### config.mk
export PLATFORM = sky130hd
export DESIGN_NAME = debounce_sync
export DESIGN_NICKNAME = d
export VERILOG_FILES = /design/src/rtl/debounce_sync.sv
export SDC_FILE = /design/constraint.sdc
export NUM_CORES = 1
export LEC_CHECK = 0
export ABC_AREA = 1
export BUFFER_PORTS_ARGS = -buffer_cell sky130_fd_sc_hd__buf_4
export CORE_AREA = 2 2 39 41
export DETAILED_ROUTE_END_ITERATION = 8
export DIE_AREA = 0 0 41 43
export GPL_TIMING_DRIVEN = 0
export PLACE_DENSITY = 0.49
export SYNTH_ARGS = -nofsm -noshare
export SYNTH_HDL_FRONTEND = slang
export SYNTH_SLANG_ARGS = --single-unit
### constraint.sdc
create_clock -name clk -period 1.2 [get_ports clk]
set_clock_uncertainty 0.05 [all_clocks]
set_input_delay 0.24 -clock clk [delete_from_list [all_inputs] [get_ports clk]]
set_output_delay 0.24 -clock clk [all_outputs]
set_load 0.01 [all_outputs]
### src/rtl/debounce_sync.sv
// Two-flop synchronizer followed by a four-state debounce FSM. The output
// changes only after the synchronized input holds its new level for STABLE_CYCLES edges.
module debounce_sync #(
  parameter int STABLE_CYCLES = 4
) (
  input  logic clk,
  input  logic rst,
  input  logic in,
  output logic out,
  output logic pending
);

  localparam int CNT_W = $clog2(STABLE_CYCLES) + 1;
  localparam logic [CNT_W-1:0] CNT_LAST = CNT_W'(STABLE_CYCLES - 1);

  typedef enum logic [1:0] {
    LOW,
    WAIT_HIGH,
    HIGH,
    WAIT_LOW
  } state_t;

  state_t           state_q, state_d;
  logic [CNT_W-1:0] cnt_q, cnt_d;
  logic             sync1_q, sync2_q;

  always_ff @(posedge clk) begin
    if (rst) begin
      sync1_q <= 1'b0;
      sync2_q <= 1'b0;
      state_q <= LOW;
      cnt_q   <= '0;
    end else begin
      sync1_q <= in;
      sync2_q <= sync1_q;
      state_q <= state_d;
      cnt_q   <= cnt_d;
    end
  end

  // The counter is loaded with 1 on entering a wait state because that
  // edge already counts as the first sample at the new level.
  always_comb begin
    state_d = state_q;
    cnt_d   = '0;
    unique case (state_q)
      LOW: begin
        if (sync2_q) begin
          state_d = WAIT_HIGH;
          cnt_d   = CNT_W'(1);
        end
      end
      WAIT_HIGH: begin
        if (!sync2_q) begin
          state_d = LOW;
        end else if (cnt_q == CNT_LAST) begin
          state_d = HIGH;
        end else begin
          cnt_d = cnt_q + CNT_W'(1);
        end
      end
      HIGH: begin
        if (!sync2_q) begin
          state_d = WAIT_LOW;
          cnt_d   = CNT_W'(1);
        end
      end
      WAIT_LOW: begin
        if (sync2_q) begin
          state_d = HIGH;
        end else if (cnt_q == CNT_LAST) begin
          state_d = LOW;
        end else begin
          cnt_d = cnt_q + CNT_W'(1);
        end
      end
      default: begin
        state_d = LOW;
      end
    endcase
  end

  assign out     = (state_q == HIGH) || (state_q == WAIT_LOW);
  assign pending = (state_q == WAIT_HIGH) || (state_q == WAIT_LOW);

endmodule
==> run summary, run 1 <==
The worst setup path is of the register to primary output kind. The transition time of the tightest slew-check pin is ~0.20 ns. The net count after synthesis came out at 40. Sorting the synthesized cells by how often they occur yields dfxtp_1 (7), inv_1 (7), nand2_1 (6). The count of input and output buffers is 4.

Sorting the synthesized cells by area gives the leading types as dfxtp_1 (49%), inv_1 (9.1%), nand2_1 (7.8%). CTS placed an instance of clkbuf_4 at the clock tree root. Setup violations remaining at the end of the flow were counted as 0. The hold violation total from the final report was 0.

In this run the static leakage power is between 0.15 and 0.2 nW. The cell count after synthesis came out at 36. The detailed route wirelength on metal3 is approximately 7 um.

The number of synthesized flops with an enable pin came out at 0. The endpoint of the worst setup timing path is out. The minimum period implied by the final worst setup slack is 1.134 ns. The count of nets left with antenna violations once routing finished came out at 0.

The DRC violation total after the first TritonRoute iteration came out at 0. The internal power component came out at slightly below 0.4 mW. The average instance in the mapped netlist occupies about 8.0 sq um.

The number of different library cells in the post-synthesis netlist came out at 14. The total non-filler cell area in the finished layout came out at 366.6 sq um. The highest net fanout along the worst path came out at 4. The critical path arrival is between 0.8 and 0.9 ns. The via density per instance came out at between 3 and 4. The total overflow left after global routing is 0. The clock sink total came out at 7. The wire length of the first global-routing pass is around 700 um. The final layout contains routed wiring with a total length of about 430 um. The length of routed met2 wiring came out at roughly 210 um. The fraction of the cycle the final worst path needs came out at between 90% and 100%. The boundary pin count is 5. The number of hold buffers added after CTS was 0. The pin count of the biggest net entering global routing came out at 8. After clock tree synthesis, the clock-pin slew on the worst setup and hold paths is roughly 0.06 ns. The total placed instance area is 337.8 sq um. The number of global-route vias before repair came to 183. The worst hold path belongs to the class input pin to register. On the worst path, the slowest cell contributes a delay of between 0.3 and 0.4 ns. After Yosys synthesis, full adders, half adders and majority gates account for under 10% of the synthesized area. For this run, the number of Yosys warnings is 0. The xor and xnor fraction of the mapped netlist area came out at 0%. The number of detailed-route iterations in the first pass is 1. The met1 routed wirelength after detailed routing came out at approximately 210 um.

Setup repair after global routing left no endpoint under its margin. The net switching power figure is 0.1199 mW. The number of antenna violations at the first check in global routing came to 0.

The TritonCTS clock tree is built. The post-cts sizing count is 0. In this run the critical register-to-register path is launched from cnt_q[0].

In the final routed layout, each cell accounts on average for a little over 7 um. The cell area power density is between 1000 and 1500 nW/um^2. Sequential cells account for between 40% and 50% of the total power.

The fraction of registers with async set/reset is 0%. The slowest stage of the critical path belongs to the cell dfxtp_1. Summing the sequential cell areas from Yosys gives between 40% and 50% of the chip area. The worst setup path is captured at a primary output. The compound-cell area share of the yosys netlist is 6.957%. The antenna diode count came out at 0. The flop and latch count out of synthesis came out at 7. The number of buffers created by CTS is 3. Measured along the y axis, the die boundary spans between 40 and 50 um.

The starting density of the core is a little over 20%. After synthesis, the share of cell area in mux cells is 0%. Detailed placement finished with a half-perimeter wire length of about 350 um. dfxtp_1 takes more of the synthesized area than any other cell. Measured against its own limit, the worst slew margin works out to about 86%. The max-capacitance violation count is 0. The run finished with clean final reports. Routed signal wires occupy layers up through met3. The relative contribution of the clock network to total power is 42.2%. The final net count came out at a little under 50. The maximum clock frequency came out at 881.5 MHz. The net switching share of the total power came out at roughly a quarter. The total setup buffers inserted after CTS came out at 0.

The worst setup path is launched from a register. The total vias in the final route came out at approximately 230. The number of DRC violations after detailed routing came out at 0. The final total negative setup slack came out at 0 ns. In this run the cell area of the synthesized design comes to around 290 sq um. The area growth from synthesis to layout came out at 27.39%. Of the total synthesized cell area, the portion taken by AND, OR, NAND and NOR gates is 26.96%. The all-layer global routing usage came out at roughly 5.7%.

Walking the worst path, the cells encountered are clkbuf_1 -> buf_4. The most used flip-flop cell after synthesis is dfxtp_1. The number of levels the H-tree was split into came out at 1. The share of final-layout standard cells stronger than drive strength 1 is approximately 30%. The worst-case clock buffer depth is 2. In this run the core area contains 14 standard-cell rows. The worst reg2reg path depth is 5. The peak ir drop on the vdd network came out at roughly 0.47 mV. The die covers roughly 1800 sq um. Across all register-to-register paths, the minimum setup slack is ~0.09 ns. The final weighted congestion in routability-driven placement came out at ~0.6. Summed over its instances, the top area cell type makes up 48.70% of the synthesized netlist area. The width of the die came out at between 40 and 50 um. The portion of total power attributed to combinational logic came out at about 8.4%. The clock latency of the later-clocked register in the worst-skew pair is around 0.25 ns. The required time of the critical path is around 0.9 ns. By area, the combinational part of the netlist is dominated by simple AND/OR/NAND/NOR gates. The count of final max-slew check failures came out at 0. The placeable core region came out at 1384 sq um. The layout has about 150 filler cells.
power groups by stage:
stage	clock network, mW	logic [mW]	registers [mW]
2_1_floorplan	0	0.0262	0.252
3_3_place_gp	0	0.0425	0.254
3_5_place_dp	0	0.0432	0.254
4_1_cts	0.222	0.0433	0.249
5_1_grt	0.235	0.0484	0.250
6_report	0.213	0.0422	0.249
area by class of cell:
type / instances / area (sq um) / share of cell area (%)
buffer: 2 / 7.507 / 2.048
clock buffer: 3 / 22.52 / 6.143
clock inverter: 1 / 5.005 / 1.365
inverter: 8 / 30.03 / 8.191
multi-input combinational: 19 / 110.1 / 30.03
sequential: 7 / 141.4 / 38.57
tap: 16 / 20.02 / 5.461
timing repair buffer: 4 / 30.03 / 8.191
metrics by stage:
step	util, %	total power [mW]	cells	hold slack [ns]	setup WS [ns]
after global placement	24.41	0.2965	56	0.3399	0.09112
after global routing	26.49	0.5332	60	0.1589	0.007499
after floorplan	-	0.2783	36	0.2612	0.1668
final	26.49	0.5042	60	0.1438	0.06554
after detailed placement	24.41	0.2969	56	0.3454	0.08776
after CTS	26.40	0.5135	60	0.1411	0.004645
layer usage:
layer  GRT usage, %  vias to the layer above
li1               -                      127
met1          8.091                      104
met2          7.187                        2
met3          3.141                        0
met4          2.000                        0
met5              0                        -
cells in the final DEF (no fill, tap or decap), drive strengths merged:
| cell type | synthesis | final |
|---|---|---|
| clkbuf | 2 | 5 |
| clkinv | 0 | 1 |
| ha | 1 | 1 |
| buf | 0 | 4 |
| inv | 8 | 8 |
| a21oi | 1 | 1 |
| nor2 | 3 | 3 |
| nor4 | 1 | 1 |
| nand3 | 3 | 3 |
| a211oi | 2 | 2 |
| dfxtp | 7 | 7 |
| nor3 | 1 | 1 |
| nand2 | 7 | 7 |
worst min path at each step:
stage / slack [ns] / depth (start not counted) / to / from
2_1_floorplan: 0.26 / 1 / sync1_q / rst
3_3_place_gp: 0.34 / 2 / sync2_q / sync1_q
3_5_place_dp: 0.35 / 2 / sync2_q / sync1_q
4_1_cts: 0.14 / 3 / sync1_q / in
5_1_grt: 0.16 / 2 / sync2_q / rst
6_report: 0.14 / 3 / sync1_q / in
cells by family (layout without fill, tap and decap cells):
group                    count (synthesis)  in the layout
adder cells (fa/ha/maj)                  1              1
flip-flops                               7              7
buffers and inverters                   10             18
AND/OR/NAND/NOR                         15             15
AO/OA/AOI/OAI                            3              3
critical path, delay by kind of cell (launching register included):
kind / cells / cell delay [ns]
buffers and inverters: 2 / 0.22
DFF: 1 / 0.38
(Power assumes the default switching activity.)
==> run 2, diff against run 1 <==
--- a/config.mk
+++ b/config.mk
@@ -7,11 +7,14 @@
 export LEC_CHECK = 0
 export ABC_AREA = 1
 export BUFFER_PORTS_ARGS = -buffer_cell sky130_fd_sc_hd__buf_4
+export CELL_PAD_IN_SITES_DETAIL_PLACEMENT = 1
+export CELL_PAD_IN_SITES_GLOBAL_PLACEMENT = 1
 export CORE_AREA = 2 2 39 41
+export CTS_BUF_LIST = sky130_fd_sc_hd__clkbuf_2
 export DETAILED_ROUTE_END_ITERATION = 8
 export DIE_AREA = 0 0 41 43
 export GPL_TIMING_DRIVEN = 0
-export PLACE_DENSITY = 0.49
+export PLACE_DENSITY = 0.58
 export SYNTH_ARGS = -nofsm -noshare
 export SYNTH_HDL_FRONTEND = slang
 export SYNTH_SLANG_ARGS = --single-unit
==> run summary, run 2 (same netlist as run 1, synthesis figures left out) <==
The flow ran to the end, and the final reports show no timing, DRC or antenna violations. The largest individual stage delay along the critical path comes from the cell dfxtp_2. The standby leakage power came out at 0.1701 nW (-0.16%). The net switching power figure is 0.1151 mW (-4.1%). The worst setup path is launched from a register. The critical path in this run is classified as register to primary output. The portion of total power attributed to combinational logic was 9.2% (+0.8 points).

The relative contribution of the clock network to total power came out at 37.3% (-4.9 points). The fraction of met2 tracks used by global routing came out at 9.375% (+2.2 points). The library cell used most frequently in the layout, excluding fill and tap cells, is inv_1.

The minimum period implied by the final worst setup slack is 1.108 ns (-0.02677 ns). The via density per instance came to 3.933 (+1.3%). The count of input and output buffers came to 4 (unchanged). The number of placement rows is 14 (unchanged). The wire length of the first global-routing pass is 910 um (+31%).

The most used routing layer in global routing is met4. The buffer cell driving the clock tree root is clkbuf_2. The total placed cells including tap cells came out at 56 (unchanged). The startpoint of the most critical register-to-register path is cnt_q[0]. The depth of the worst hold-timing path came to 3 (unchanged). The boundary pin count came out at 5 (unchanged). The total vias in the final route was 236 (+1.3%). The count of final max-slew check failures was 0 (unchanged). TritonCTS built the clock tree. The post-route total power came out at 0.4662 mW (-7.5%). The required time of the critical path came to 0.91 ns (about the same). The worst hold path startpoint is in. The worst-case setup slack after placement came out at 0.06924 ns (-0.01852 ns). The net switching share of the total power is 24.68% (+0.89 points). The placeable core region came to 1384 sq um (unchanged).

The global-route met1 utilization is 10.00% (+1.9 points). The hold violation total from the final report is 0 (unchanged). The starting density of the core is 20.80% (unchanged).

The total die area was 1763 sq um (unchanged). The number of antenna violations at the first check in global routing is 0 (unchanged). The global-route track usage on met3 is 3.141% (unchanged).

The worst path setup slack after routing is 0.09232 ns (+0.02677 ns). The clock slew at the register clock pins of the worst setup and hold paths is 0.07 ns (about the same). The DRC violation total after the first TritonRoute iteration came out at 1 (+1). The final weighted congestion in routability-driven placement came out at 0.6506 (+11%). The cell area power density is 1285 nW/um^2 (-6.6%). The worst hold path terminates at sync1_q. The number of buffers created by CTS came out at 3 (unchanged). The overall overflow remaining after global route came out at 0 (unchanged).

The clock latency of the later-clocked register in the worst-skew pair came to 0.23 ns (-0.02 ns). The critical path goes through clkbuf_1 -> buf_4. The mean routed wirelength per cell is 8.467 um (+18%). The peak ir drop on the vdd network came out at 0.4798 mV (+2.1%). The max-capacitance violation count was 0 (unchanged). The number of buffers added to fix hold violations after cts was 0 (unchanged). The final total negative setup slack came out at 0 ns (unchanged). The internal power component is 0.3512 mW (-8.6%).

The worst hold slack across all endpoints is 0.1576 ns (+0.01380 ns). The number of detailed-route iterations in the first pass is 2 (+1). The critical path arrival came out at 0.82 ns (-0.02 ns). The clock sink total came out at 7 (unchanged).

The final-report setup violation count came to 0 (unchanged). The part of the total power dissipated in sequential elements is 53.5% (+4.1 points). The number of global-route vias before repair came to 221 (+21%). The worst reg2reg path depth is 5 (unchanged).

The transition time of the tightest slew-check pin is 0.1893 ns (-0.01235 ns). The final net count is 49 (unchanged). The source of the critical timing path is state_q[0].

The width of the die is 41 um (unchanged). The number of DRC violations after detailed routing is 0 (unchanged). Setup repair after global routing left no endpoint under its margin. The half-perimeter wire length of the detailed placement result is 389.7 um (+10%).

The area growth from synthesis to layout came out at 26.09%. The fraction of the cycle the final worst path needs is 92.31% (-2.2 points). The overall die height was 43 um (unchanged). The all-layer global routing usage is 8.844% (+3.1 points).

The register-to-register path setup slack was 0.11 ns (+0.02 ns). The worst setup path is captured at a primary output. The headroom to the max-slew limit is 87.31% (+0.83 points).

The pin count of the biggest net entering global routing is 8 (unchanged). The number of levels the H-tree was split into is 1 (unchanged). The highest net fanout along the worst path came to 6 (+2).

The final cell count without fillers is 60 (unchanged). The maximum clock frequency was 902.8 MHz (+2.4%). The antenna diode count came to 0 (unchanged).

Leaving out fill and tap cells, the most frequent cells in the layout are inv_1 (7), nand2_1 (5), dfxtp_1 (5). The antenna violation net count after detailed routing is 0 (unchanged). The worst-case clock buffer depth came out at 2 (unchanged).

The share of final-layout standard cells stronger than drive strength 1 is 34.09% (+4.5 points). The class of the worst hold path is input pin to register. The maximum single-stage delay on the critical path came out at 0.38 ns (about the same). The total wire length after detailed routing is 508 um (+18%).
[run 2: power groups by stage]
stage               logic (mW)  clock network [mW]  registers, mW
floorplan               0.0262                   0          0.252
global placement        0.0425                   0          0.254
detailed placement      0.0433                   0          0.254
CTS                     0.0436               0.186          0.249
global route            0.0509               0.205          0.251
finish                  0.0428               0.174          0.249
[run 2: metal layers]
| layer | vias to the layer above | share of wire (%) |
|---|---|---|
| met5 | - | 0 |
| met4 | 0 | 3.7 |
| met3 | 2 | 3.0 |
| met2 | 5 | 44 |
| met1 | 103 | 49 |
| li1 | 126 | - |
[run 2: how the worst max path moves through the flow]
| stage | endpoint | slack (ns) |
|---|---|---|
| finish | pending | 0.09 |
| global route | pending | 0.01 |
| CTS | pending | 0.009 |
| detailed placement | register | 0.07 |
| global placement | register | 0.08 |
| floorplan | register | 0.17 |
[run 2: what timing repair did]
item                       in CTS  in global routing
setup endpoints to repair       0                  3
gates resized for setup         0                  3
buffers inserted                0                  0
[run 2: per-stage QoR]
| step | area, sq um | util, % |
|---|---|---|
| 4_1_cts | 357.8 | 25.86 |
| 3_3_place_gp | 337.8 | 24.41 |
| 5_1_grt | 362.8 | 26.22 |
| 3_5_place_dp | 337.8 | 24.41 |
| 6_report | 362.8 | 26.22 |
| 2_1_floorplan | 287.8 | - |
[run 2: final cells by class]
cell class | instances | area [sq um]
Clock buffer | 4 | 20.02
Tap cell | 16 | 20.02
Multi-Input combinational cell | 19 | 112.6
Sequential cell | 7 | 142.6
Buffer | 2 | 7.507
Fill cell | 169 | 1021
Timing Repair Buffer | 4 | 30.03
Inverter | 8 | 30.03
[run 2: critical path, delay by kind of cell, from the launching register on]
kind	cells	cell delay, ns
buffers and inverters	2	0.21
DFF	1	0.38
==> run 3, diff against run 2 <==
--- a/config.mk
+++ b/config.mk
@@ -6,15 +6,15 @@
 export NUM_CORES = 1
 export LEC_CHECK = 0
 export ABC_AREA = 1
-export BUFFER_PORTS_ARGS = -buffer_cell sky130_fd_sc_hd__buf_4
 export CELL_PAD_IN_SITES_DETAIL_PLACEMENT = 1
 export CELL_PAD_IN_SITES_GLOBAL_PLACEMENT = 1
 export CORE_AREA = 2 2 39 41
 export CTS_BUF_LIST = sky130_fd_sc_hd__clkbuf_2
 export DETAILED_ROUTE_END_ITERATION = 8
 export DIE_AREA = 0 0 41 43
+export DONT_BUFFER_PORTS = 1
 export GPL_TIMING_DRIVEN = 0
-export PLACE_DENSITY = 0.58
+export PLACE_DENSITY = 0.54
 export SYNTH_ARGS = -nofsm -noshare
 export SYNTH_HDL_FRONTEND = slang
 export SYNTH_SLANG_ARGS = --single-unit
==> run summary, run 3 (same netlist as run 1, synthesis figures left out) <==
The run finished with clean final reports. The antenna diode count came out at 0 (unchanged). The count of input and output buffers is 0 (-4). The depth of the worst hold-timing path came out at 1 (-2). The boundary pin count is 5 (unchanged). By startpoint and endpoint, the worst setup path is classified as register to primary output. The clock latency of the later-clocked register in the worst-skew pair came out at 0.23 ns (about the same).

The required time of the critical path is 0.91 ns (about the same). The clock slew at the register clock pins of the worst setup and hold paths came to 0.08 ns (about the same). The max-capacitance violation count was 0 (unchanged). The buffer cell driving the clock tree root is clkbuf_2. The sum of buffers and inverters on the critical path came out at 1 (-1). The final net count came out at 46 (-6.1%). The share of final-layout standard cells stronger than drive strength 1 is 19.51% (-15 points).

The width of the die is 41 um (unchanged). The number of buffers created by CTS is 3 (unchanged). TritonCTS built the clock tree. The fraction of the cycle the final worst path needs is 92.55% (+0.25 points). STA classifies the critical path endpoint as a primary output.

The count of final max-slew check failures was 0 (unchanged). The total wire length after detailed routing came out at 486 um (-4.3%). The minimum period implied by the final worst setup slack is 1.111 ns (+0.002944 ns). The final-report setup violation count was 0 (unchanged). The final weighted congestion in routability-driven placement is 0.6155 (-5.4%). The worst-case clock buffer depth was 2 (unchanged).

The starting density of the core is 20.80% (unchanged). In this run the worst hold path is classified as input pin to register. The standby leakage power came out at 0.1528 nW (-10%).

The mean routed wirelength per cell is 8.526 um (+0.70%). The antenna violation net count after detailed routing is 0 (unchanged). The clock sink total is 7 (unchanged). The maximum clock frequency was 900.4 MHz (-0.27%). The cell area power density came to 1356 nW/um^2 (+5.5%).

The final core utilization came out at 24.41% (-1.8 points). Leaving out fill and tap cells, the most frequent cells in the layout are inv_1 (7), dfxtp_1 (7), nand2_1 (6). The area growth from synthesis to layout came out at 17.39%. The hold violation total from the final report was 0 (unchanged). The half-perimeter wire length of the detailed placement result is 369.2 um (-5.3%). The number of detailed-route iterations in the first pass is 2 (unchanged). Among all stages on the critical path, the largest delay is contributed by dfxtp_1. The transition time of the tightest slew-check pin came out at 0.1922 ns (+0.002874 ns). The total setup buffers inserted after CTS is 0 (unchanged).

The all-layer global routing usage is 7.964% (-0.88 points). The via density per instance came out at 4.053 (+3.0%). The worst hold slack across all endpoints was 0.01879 ns (-0.1388 ns). The wire length of the first global-routing pass came out at 903 um (-0.77%). The overall die height is 43 um (unchanged). The number of cells on the critical path came to 1 (-1). The peak ir drop on the vdd network is 0.5068 mV (+5.6%). The total vias in the final route came out at 231 (-2.1%). The signal on the critical path passes through clkbuf_1.

The kind of cell with the highest combined delay on the critical path is flip-flops. Setup repair after global routing left no endpoint under its margin. The number of levels the H-tree was split into is 1 (unchanged). The placeable core region is 1384 sq um (unchanged). The highest net fanout along the worst path came out at 6 (unchanged). The critical path arrival came out at 0.82 ns (about the same). The number of DRC violations after detailed routing was 0 (unchanged). The total placed instance area came out at 307.8 sq um (-8.9%).

The number of placement rows came out at 14 (unchanged). The final total negative setup slack was 0 ns (unchanged). The headroom to the max-slew limit was 87.17% (-0.13 points). The number of antenna violations at the first check in global routing is 0 (unchanged). The DRC violation total after the first TritonRoute iteration came out at 2 (+1). The pin count of the biggest net entering global routing was 8 (unchanged). The overall overflow remaining after global route came out at 0 (unchanged). The total die area came to 1763 sq um (unchanged). The worst reg2reg path depth came out at 5 (unchanged). The total non-filler cell area in the finished layout is 337.8 sq um (-6.9%). The startpoint kind of the worst setup timing path is a register. The number of global-route vias before repair is 221 (unchanged).

The maximum single-stage delay on the critical path was 0.42 ns (+0.04 ns).
run 3: changes by cell type in the layout (fill, tap and decap cells not counted):
cell           change
buf_4              -4
dlygate4sd3_1      +1
nand2_2            -1
dfxtp_2            -2
nand2_1            +1
dfxtp_1            +2
run 3: cell type report:
| cell class | count | area, sq um |
|---|---|---|
| inverters | 8 | 30.03 |
| well taps | 16 | 20.02 |
| flip-flops and latches | 7 | 140.1 |
| clock buffers | 4 | 20.02 |
| multi-input cells | 19 | 110.1 |
| plain buffers | 2 | 7.507 |
| repair buffers | 1 | 10.01 |
| fillers | 170 | 1046 |
run 3: path summary, 6_finish.rpt:
kind,from,endpoint,slack [ns]
max,state_q[0],pending,0.09
min,rst,cnt_q[1],0.02
max reg2reg,cnt_q[0],register,0.11
min reg2reg,sync1_q,sync2_q,0.35
run 3: power breakdown:
part	switching, mW	internal [mW]	leakage [nW]
sequential	0.00720	0.241	0.0572
combinational	0.0182	0.0142	0.0790
clock	0.0888	0.0885	0.0166
run 3: timing repair:
item / in CTS / in global routing
hold buffers: 0 / 1
endpoints found under the hold margin: 0 / 1
resized for setup: 0 / 0
run 3: stage by stage:
step / cells / power, mW / setup slack [ns]
final: 57 / 0.4581 / 0.08937
after global routing: 57 / 0.4856 / 0.01139
after CTS: 56 / 0.4675 / 0.07475
after detailed placement: 52 / 0.2840 / 0.08346
after global placement: 52 / 0.2837 / 0.08390
after floorplan: 36 / 0.2783 / 0.1668
run 3: routing by layer:
metal	vias to the layer above	wire length (um)	part of all wire, %	track usage, %
met5	-	0	0	0
met4	0	0	0	2.000
met2	8	213	44	10.63
met1	101	220	45	9.772
met3	0	53	11	6.283
li1	122	-	-	-
